**src/rtl/regfile_wb_arbiter_pkg.sv**
```systemverilog
// Shared types and sizes for the register-file writeback arbiter and its users.
// Holds the writeback request layout and the round-robin priority encoding.
package regfile_wb_arbiter_pkg;

   localparam int REG_IDX_W = 5;
   localparam int NUM_REGS  = 32;
   localparam int DATA_W    = 32;

   typedef logic [REG_IDX_W-1:0] reg_idx_t;

   typedef struct packed {
      reg_idx_t          rd;
      logic [DATA_W-1:0] data;
   } wb_req_t;

   typedef enum logic {
      PRIO_A = 1'b0,
      PRIO_B = 1'b1
   } prio_e;

endpackage

```
**src/rtl/regfile_wb_arbiter_rr_arb2.sv**
```systemverilog
// Two-requester round-robin arbiter: the requester that was not granted most
// recently wins a tie, so neither side waits for more than one grant.
module rr_arb2
   import regfile_wb_arbiter_pkg::*;
(
   input  logic clk,
   input  logic rstn,
   input  logic req_a_i,
   input  logic req_b_i,
   output logic gnt_a_o,
   output logic gnt_b_o
);

   prio_e prio_q, prio_d;

   always_ff @(posedge clk) begin
      if (!rstn) begin
         prio_q <= PRIO_A;
      end else begin
         prio_q <= prio_d;
      end
   end

   // Grants are suppressed while reset is asserted so in-flight requests drop.
   always_comb begin
      gnt_a_o = 1'b0;
      gnt_b_o = 1'b0;
      prio_d  = prio_q;
      if (rstn) begin
         gnt_a_o = req_a_i && (!req_b_i || (prio_q == PRIO_A));
         gnt_b_o = req_b_i && (!req_a_i || (prio_q == PRIO_B));
      end
      if (gnt_a_o) begin
         prio_d = PRIO_B;
      end else if (gnt_b_o) begin
         prio_d = PRIO_A;
      end
   end

endmodule

```
**src/rtl/regfile_wb_arbiter.sv**
```systemverilog
// Merges the ALU and load writeback paths onto one registered register-file
// write port and tracks pending destination registers for hazard detection.
module regfile_wb_arbiter
   import regfile_wb_arbiter_pkg::*;
#(
   parameter int BITS = 32
)(
   input  logic                 clk,
   input  logic                 rstn,
   input  logic                 a_valid,
   input  logic [REG_IDX_W-1:0] a_rd,
   input  logic [BITS-1:0]      a_data,
   output logic                 a_ready,
   input  logic                 b_valid,
   input  logic [REG_IDX_W-1:0] b_rd,
   input  logic [BITS-1:0]      b_data,
   output logic                 b_ready,
   output logic                 wr_en,
   output logic [REG_IDX_W-1:0] wr_rd,
   output logic [BITS-1:0]      wr_data,
   input  logic                 iss_valid,
   input  logic [REG_IDX_W-1:0] iss_rd,
   input  logic [REG_IDX_W-1:0] chk_rs,
   input  logic [REG_IDX_W-1:0] chk_rt,
   output logic                 hazard,
   output logic [NUM_REGS-1:0]  busy_mask
);

   logic                 gntA, gntB;
   reg_idx_t             selRd;
   logic [BITS-1:0]      selData;
   logic                 wrEn_q, wrEn_d;
   reg_idx_t             wrRd_q, wrRd_d;
   logic [BITS-1:0]      wrData_q, wrData_d;
   logic [NUM_REGS-1:0]  busy_q, busy_d;

   rr_arb2 u_arb (
      .clk     (clk),
      .rstn    (rstn),
      .req_a_i (a_valid),
      .req_b_i (b_valid),
      .gnt_a_o (gntA),
      .gnt_b_o (gntB)
   );

   assign a_ready = gntA;
   assign b_ready = gntB;

   // Writes to r0 still handshake but never reach the register file.
   always_comb begin
      selRd    = gntB ? b_rd : a_rd;
      selData  = gntB ? b_data : a_data;
      wrEn_d   = (gntA || gntB) && (selRd != '0);
      wrRd_d   = wrRd_q;
      wrData_d = wrData_q;
      if (wrEn_d) begin
         wrRd_d   = selRd;
         wrData_d = selData;
      end
   end

   // Issue sets are applied after retire clears so a same-register collision
   // leaves the register pending.
   always_comb begin
      busy_d = busy_q;
      if (wrEn_q) begin
         busy_d[wrRd_q] = 1'b0;
      end
      if (iss_valid && (iss_rd != '0)) begin
         busy_d[iss_rd] = 1'b1;
      end
      busy_d[0] = 1'b0;
   end

   always_ff @(posedge clk) begin
      if (!rstn) begin
         wrEn_q   <= 1'b0;
         wrRd_q   <= '0;
         wrData_q <= '0;
         busy_q   <= '0;
      end else begin
         wrEn_q   <= wrEn_d;
         wrRd_q   <= wrRd_d;
         wrData_q <= wrData_d;
         busy_q   <= busy_d;
      end
   end

   assign wr_en     = wrEn_q;
   assign wr_rd     = wrRd_q;
   assign wr_data   = wrData_q;
   assign busy_mask = busy_q;
   assign hazard    = rstn && (busy_q[chk_rs] || busy_q[chk_rt]);

endmodule
```
**config.mk**
```make
export PLATFORM = sky130hd
export DESIGN_NAME = regfile_wb_arbiter
export DESIGN_NICKNAME = d
export VERILOG_FILES = /design/src/rtl/regfile_wb_arbiter_pkg.sv /design/src/rtl/regfile_wb_arbiter_rr_arb2.sv /design/src/rtl/regfile_wb_arbiter.sv
export SDC_FILE = /design/constraint.sdc
export NUM_CORES = 1
export LEC_CHECK = 0
export CAP_MARGIN = 30
export CORE_ASPECT_RATIO = 0.9
export CORE_MARGIN = 2
export CORE_UTILIZATION = 43
export DETAILED_ROUTE_END_ITERATION = 8
export PLACE_DENSITY = 0.86
export RECOVER_POWER = 25
export SKIP_CTS_REPAIR_TIMING = 1
export SYNTH_ARGS = -nofsm -noshare
export SYNTH_HDL_FRONTEND = slang
export SYNTH_SLANG_ARGS = --single-unit
```
**constraint.sdc**
```tcl
create_clock -name clk -period 2.3 [get_ports clk]
set_input_delay 0.23 -clock clk [delete_from_list [all_inputs] [get_ports clk]]
set_output_delay 0.23 -clock clk [all_outputs]
set_load 0.01 [all_outputs]
```
==> metrics <==
status completed; final worst clock skew 12.8 ps; Layout area overhead 53.6%; Tmin final 2190 ps; CTS tree yes; final net count 699; Initial Util 0.444; RSZ-0062 raised after global routing false; slowest CP cell or4b_4; row cnt 32; Port Buf Inserts 165; DRC errors left 0; final setup margin 111 ps; Gate power share 0.223; Max Freq 0.457 GHz; Synth Register Bits 70; DR pass1 iterations 6; Worst path max stage delay 500 ps; Post-synth EDFFs 0; Hold Violations, Final 0; filler cell count 723; sw power 0.852 mW; most frequent cells in the layout clkdlybuf4s50_1, nand2_1, dfxtp_1; final wirelength 13,100 um; Die Ht 93.2 um; via count 4,228; Tcrit/Tclk final 0.952; Die X 103 um; post-synthesis sequential area ratio 0.369; reg2reg path depth 7; Hold Crit Depth 3; Worst slew margin 0.554; P_leak 2.46 nW; Net Sw Frac 0.282; RR Startpoint u_arb.prio_q; global-route wire length before repair 20,800 um; Setup CP Type reg -> out; pre-CTS setup slack -383 ps; TritonCTS buffer count 9; post-route cell area 0.00584 mm2; Post-Syn Nets 536; Worst Setup SP busy_mask[22]; post-synth cell types 48; antenna-violating nets left 0; most common cell after layout, fill and taps aside clkdlybuf4s50_1; part of the power in registers 0.439; Hold Path Class in -> reg; Critical Path Start Type register; antenna violations before repair 1; Setup crit end kind primary output; Clock Sinks 70; HPWL after DPL 9950 um; vias per cell 5.79; peak fanout along the critical path 2; core area 0.00857 mm2; Syn Inst Count 442; Avg Cell Area, Syn 8.60 um2; post-place instance area 0.00563 mm2; Primary FF master, synth dfxtp_1; R2R Setup Slk 610 ps; clock power share 0.338; min-delay src rstn; total gr overflow 0; end of the worst register-to-register path wr_data[7]; Routability Congestion 0.915; max-cap violations 0; P_int 2.17 mW; largest net degree at the start of global routing 38; PD cells 518 mW/mm2; Synth Cell Area 0.00380 mm2; Routed WL per cell 17.9 um; DRT iter0 DRCs 219; H-Tree Depth 3; vias in the first global route 4,357; Die ar. 0.00961 mm2; Clock Latency Late Sink 350 ps; Warnings, synthesis 0; GRT Util Overall 0.274; Max Slew Vio Count 0; fraction of layout cells with a size suffix above 1 0.108; worst hold endpoint wr_rd[2]; measured slew at the worst slew-check pin 666 ps; worst vdd ir 358 uV; ys async rst share 0; Longest Clk Path Bufs 2; clock slew at reported path FFs 80 ps; Critical Path AT 1960 ps; clock tree root buffer cell clkbuf_8; # setup viols final 0; worst path cell trace mux4_2 > or4b_4 > nand3_1 > o211ai_1 > clkbuf_2; CP Data Required Time 2070 ps; I/O pins 167
## registers in the layout (all words and copies together) (netlist names)
register	flops
busy_mask	31
u_arb.prio_q	1
wr_data	32
wr_en	1
wr_rd	5
## layout make-up
cell class | instances | area (um2) | share of cell area
inverters | 4 | 15.0 | 0.00257
clock inverters | 7 | 80.1 | 0.0137
clock buffers | 9 | 124 | 0.0212
multi-input cells | 331 | 2210 | 0.379
well taps | 119 | 149 | 0.0255
flip-flops and latches | 70 | 1400 | 0.240
repair buffers | 189 | 1850 | 0.318
diodes | 1 | 2.50 | 0.000429
## per-layer routing
layer | wire length, um | global-route usage | vias to the layer above
met4 | 285 | 0.120 | 0
met5 | 0 | 0 | -
met3 | 1390 | 0.0942 | 31
li1 | - | - | 1940
met2 | 6410 | 0.463 | 233
met1 | 4990 | 0.310 | 2024
## critical path: cells and delay by family (launching register included)
family                 cells  cell delay (ps)
multiplexers               1              480
AND/OR/NAND/NOR            2              600
flip-flops                 1              320
AO/OA/AOI/OAI              1               90
buffers and inverters      1              130
## power groups by stage
stage	clock, mW	combinational (mW)	sequential (mW)
5_1_grt	1.08	0.722	1.34
4_1_cts	1.04	0.677	1.33
3_5_place_dp	0	0.674	1.35
3_3_place_gp	0	0.656	1.35
2_1_floorplan	0	0.273	1.37
6_report	1.02	0.674	1.33
## kinds of logic (layout without fill, tap and decap cells)
family | count (synthesis) | in the layout | share of synthesized area
other | 1 | 2 | 0.000987
AND/OR/NAND/NOR | 190 | 190 | 0.243
buffers and inverters | 41 | 209 | 0.0510
AO/OA/AOI/OAI | 120 | 120 | 0.237
flip-flops | 70 | 70 | 0.369
multiplexers | 20 | 20 | 0.0994
## stage by stage
step           setup TNS [ps]  utilization  total power, mW  hold WS, ps  std cells
6_report                    0        0.681             3.03          346        730
5_1_grt                     0        0.681             3.14          348        730
4_1_cts                  -387        0.680             3.04          329        729
3_5_place_dp             -383        0.657             2.03          488        713
3_3_place_gp             -319        0.657             2.01          479        713
2_1_floorplan               0            -             1.64          368        442
## synthesized netlist by cell type (2+ instances only)
| master | n | area (um2) |
|---|---|---|
| a21boi_0 | 29 | 218 |
| a21boi_1 | 6 | 45.0 |
| a21oi_1 | 6 | 30.0 |
| a311oi_1 | 2 | 17.5 |
| and3_1 | 3 | 18.8 |
| and3b_1 | 2 | 17.5 |
| buf_1 | 6 | 22.5 |
| buf_2 | 5 | 25.0 |
| buf_6 | 4 | 45.0 |
| clkbuf_1 | 21 | 78.8 |
| dfxtp_1 | 70 | 1400 |
| inv_1 | 3 | 11.3 |
| mux2_2 | 2 | 22.5 |
| mux2i_1 | 4 | 40.0 |
| mux4_2 | 14 | 315 |
| nand2_1 | 114 | 428 |
| nand3_1 | 4 | 20.0 |
| nand3b_1 | 6 | 45.0 |
| nand4_1 | 33 | 206 |
| nor2_1 | 8 | 30.0 |
| nor2b_1 | 2 | 12.5 |
| nor3b_1 | 5 | 37.5 |
| o211a_1 | 34 | 340 |
| o21a_1 | 4 | 30.0 |
| o21ai_0 | 32 | 160 |
## worst max-delay path by stage
stage / cells after the start / slack, ps / end
floorplan: 7 / 500 / wr_data[10]
global placement: 6 / -320 / hazard
detailed placement: 6 / -380 / hazard
CTS: 6 / -390 / hazard
global route: 5 / 30 / hazard
finish: 5 / 110 / hazard
Power figures use the tool's default switching activity.
==> edit 1: new RTL, config.mk and constraints unchanged <==
`REG_IDX_W`: 5 -> 4.
--- a/src/rtl/regfile_wb_arbiter_pkg.sv
+++ b/src/rtl/regfile_wb_arbiter_pkg.sv
@@ -4,3 +4,3 @@
 
-   localparam int REG_IDX_W = 5;
+   localparam int REG_IDX_W = 4;
    localparam int NUM_REGS  = 32;
Ports: changed (6 resized); port bits go from 167 to 161. The function was not compared with the original's and may differ.
==> edit 1 against the unedited design <==
  * Design area decreased by 20%
  * Wire length decreased by 28%
  * Die area decreased by 18%
  * Clock power decreased by 40%
  * Sequential cell count decreased by 17
  * Worst hold slack improved by 0.18 ns
  * Largest power group unchanged
  * Area after synthesis decreased by 18%
  * Global-route usage decreased by 4.0 points
  * Worst setup slack improved by 0.049 ns
  * Critical endpoint is now b_ready
  * Highest routed layer unchanged
  * Power decreased by 24%
==> edit 1: results (changes against the unedited design) <==
{| class="wikitable"
! Metric !! Value
|-
| Proportion of synthesized chip area in sequential cells || 34.2% (-2.7 points)
|-
| Total wire length || 9.47 mm (-28%)
|-
| Detail Route met2 WL || 4.78 mm (-25%)
|-
| Layout inverter count without the clock tree || 2 (-2)
|-
| Mean cell area of the mapped netlist || 9.85 um2 (+15%)
|-
| Most frequent cells after synthesis || 53 x dfxtp_1, 37 x mux2i_1, 35 x a31oi_1, 29 x a211oi_2
|-
| Crit path largest cell delay || 0.55 ns (+0.05 ns)
|-
| CLK BUF || 5 (-4)
|-
| Initial antenna violation count || 0 (-1)
|-
| Cell count after placement || 544 (-24%)
|-
| H-tree depth || 2 (-1)
|-
| Outcome || finished, final reports clean
|-
| Slowest stage cell, crit path || dlygate4sd3_1
|-
| Met2 Track Usage GR || 39.1% (-7.2 points)
|-
| Vias in the first global route || 2980 (-32%)
|-
| Internal || 0.00167 W (-23%)
|-
| Number of cells traversed by the worst register-to-register path || 4 (-3)
|-
| Synthesized instance count || 315 (-29%)
|-
| Source-to-sink clock delay at the later pin of the worst-skew pair || 0.30 ns (-0.05 ns)
|-
| Path type of the worst min-delay path || flop to flop
|-
| # port buffers || 143 (-13%)
|-
| Instance count along the most critical hold path || 2 (-1)
|-
| Combinational cell fraction of total power || 28.9% (+6.6 points)
|-
| Arrival @ worst endpoint || 1.91 ns (-0.05 ns)
|-
| Power share of the clock group || 26.6% (-7.2 points)
|-
| Num sequential || 53 (-24%)
|-
| Final RePlAce weighted congestion || 0.881 (-3.7%)
|-
| VDD IR max || 0.000283 V (-21%)
|-
| Global routing met3 resource utilization || 5.39% (-4.0 points)
|-
| Final setup skew || 0.00917 ns (-0.00364 ns)
|-
| Setup slack, reg-to-reg || 0.52 ns (-0.09 ns)
|-
| Detailed-routing wirelength on met1 || 3.86 mm (-23%)
|-
| R2R Path End || wr_data[31]$_SDFFE_PN0P_
|-
| Hold Crit Start || busy_mask[14]$_SDFF_PN0_
|-
| Hold Slack || 0.525 ns (+0.180 ns)
|-
| Slew Limit Headroom || 5.91% (-50 points)
|-
| Detailed route wirelength on metal3 || 671 um (-52%)
|-
| Kind of cell adding the most delay to the critical path || buffers and inverters
|-
| Pre-CTS WS || -0.120 ns (+0.263 ns)
|-
| Biggest area contributors in the synthesized netlist || dfxtp_1 34%, mux2i_1 12%, a211oi_2 12%
|-
| Count of buffers not belonging to the clock network in the layout || 161 (-15%)
|-
| Post-synthesis cell type count || 44 (-8.3%)
|-
| NumNets Final || 547 (-22%)
|-
| Proportion of cell area occupied by multi-input gates || 38.4% (+0.56 points)
|-
| First-pass GRT wire length || 15.0 mm (-28%)
|}
==> edit 1: changes by cell type after synthesis, moves of 12 or more <==
cell,delta
nand2_1,-98
a31oi_1,+35
mux2i_1,+33
o211a_1,-33
nand4_1,-32
a211oi_2,+29
a21boi_0,-26
buf_4,+17
dfxtp_1,-17
o21ai_0,-16
clkbuf_1,-13
a21oi_1,+12
==> edit 1: worst max-delay path by stage <==
stage	startpoint	end	slack, ns	cells after the start
finish	rstn	b_ready	0.16	6
global route	rstn	b_ready	0.09	6
CTS	chk_rs[0]	hazard	-0.12	6
detailed placement	chk_rs[0]	hazard	-0.12	6
global placement	chk_rt[0]	hazard	-0.08	6
floorplan	a_rd[2]	wr_data[10]$_SDFFE_PN0P_	0.80	5
==> edit 1: cells by family (layout without fill, tap and decap cells) <==
family | after synthesis | after routing | share of synthesized area, %
compound gates | 118 | 118 | 29.4
simple gates | 57 | 57 | 10.8
flops | 53 | 53 | 34.2
mux | 43 | 43 | 15.6
buf+inv | 43 | 170 | 9.92
other cells | 1 | 17 | 0.121
==> edit 2: new RTL, same settings <==
Without the edit above. Take the reset off `wrData_q` and load it in a clocked block of its own.
--- a/src/rtl/regfile_wb_arbiter.sv
+++ b/src/rtl/regfile_wb_arbiter.sv
@@ -78,3 +78,2 @@
          wrRd_q   <= '0;
-         wrData_q <= '0;
          busy_q   <= '0;
@@ -83,5 +82,8 @@
          wrRd_q   <= wrRd_d;
-         wrData_q <= wrData_d;
          busy_q   <= busy_d;
       end
+   end
+
+   always_ff @(posedge clk) begin
+      wrData_q <= wrData_d;
    end
Behaviour: differs if rstn is asserted again (counterexample within 4 cycles, from zero or initial values and one cycle with rstn low); with rstn held inactive, the same outputs for 10 cycles.
==> edit 2 against the unedited design <==
  * Design area fell by 2.9%
  * Die area fell by 5.1%
  * Clock power fell by 7%
  * Clock skew fell by 0.0071 ns
  * Sequential cell count did not move
  * First-iteration DRC count rose by 62%
  * Wire length fell by 6.9%
  * Global-route usage fell by 1.2 points
  * Worst setup slack got worse by 0.048 ns
  * Combinational power fell by 13%
  * Power fell by 2.8%
  * Worst hold slack improved by 0.17 ns
  * Area after synthesis fell by 5.3%
  * Largest cell class is now non-clock buffers
==> edit 2: results (changes against the unedited design) <==
{| class="wikitable"
! Metric !! Value
|-
| Outcome || finished, final reports clean
|-
| Post-synthesis cell type count || 51 (+6.3%)
|-
| Vias in the first global route || 3658 (-16%)
|-
| Synth Area in Compound Gates || 14.4% (-9.3 points)
|-
| Post-detailed-route via-to-cell ratio || 5.66 (-2.2%)
|-
| Biggest area contributors in the synthesized netlist || edfxtp_1 27%, dfxtp_1 21%, nand2_1 14%
|-
| Global routing met3 resource utilization || 6.04% (-3.4 points)
|-
| Num sequential || 70 (unchanged)
|-
| Half-perimeter wire length after placement || 9.30 mm (-6.6%)
|-
| Proportion of synthesized chip area in sequential cells || 47.8% (+11 points)
|-
| First-pass GRT wire length || 18.5 mm (-11%)
|-
| Hold Crit Start || busy_mask[28]$_SDFF_PN0_
|-
| Detail Route met2 WL || 6.39 mm (-0.31%)
|-
| Number of cells traversed by the worst register-to-register path || 5 (-2)
|-
| Slew Limit Headroom || 56.1% (+0.69 points)
|-
| Non-clock buffer contribution to total cell area || 32.9% (+1.2 points)
|-
| Mux share of post-synthesis cell area || 10.6% (+0.62 points)
|-
| Detailed-routing wirelength on met1 || 4.46 mm (-11%)
|-
| Arrival @ worst endpoint || 2.01 ns (+0.05 ns)
|-
| Number of DRC markers in iteration 0 || 354 (+62%)
|-
| Final worst-path setup slack || 0.0636 ns (-0.0478 ns)
|-
| Final RePlAce weighted congestion || 0.998 (+9.1%)
|-
| NumNets Final || 667 (-4.6%)
|-
| Number of combinational gates with multiple inputs || 296 (-11%)
|-
| Proportion of cell area occupied by multi-input gates || 30.9% (-7.0 points)
|-
| VDD IR max || 0.000400 V (+12%)
|}
edit 2: how the worst max path moves through the flow:
stage / from / to / depth (start not counted)
final: busy_mask[22]$_SDFF_PN0_ / hazard / 5
after global routing: busy_mask[5]$_SDFF_PN0_ / hazard / 6
after CTS: chk_rs[2] / hazard / 7
after detailed placement: chk_rs[2] / hazard / 7
after global placement: chk_rs[2] / hazard / 7
after floorplan: busy_mask[22]$_SDFF_PN0_ / hazard / 4
edit 2: power by group:
part | internal, W | leakage (nW) | switching [W]
clock network | 0.000491 | 0.0863 | 0.000459
registers | 0.00137 | 0.616 | 0.0000360
logic | 0.000327 | 1.49 | 0.000260
edit 2: per-stage QoR:
step | total power [W] | area, um2 | hold slack [ns]
4_1_cts | 0.00296 | 5660 | 0.513
5_1_grt | 0.00305 | 5670 | 0.527
3_5_place_dp | 0.00202 | 5470 | 0.504
6_report | 0.00294 | 5670 | 0.519
3_3_place_gp | 0.00200 | 5470 | 0.502
2_1_floorplan | 0.00166 | 3600 | 0.368
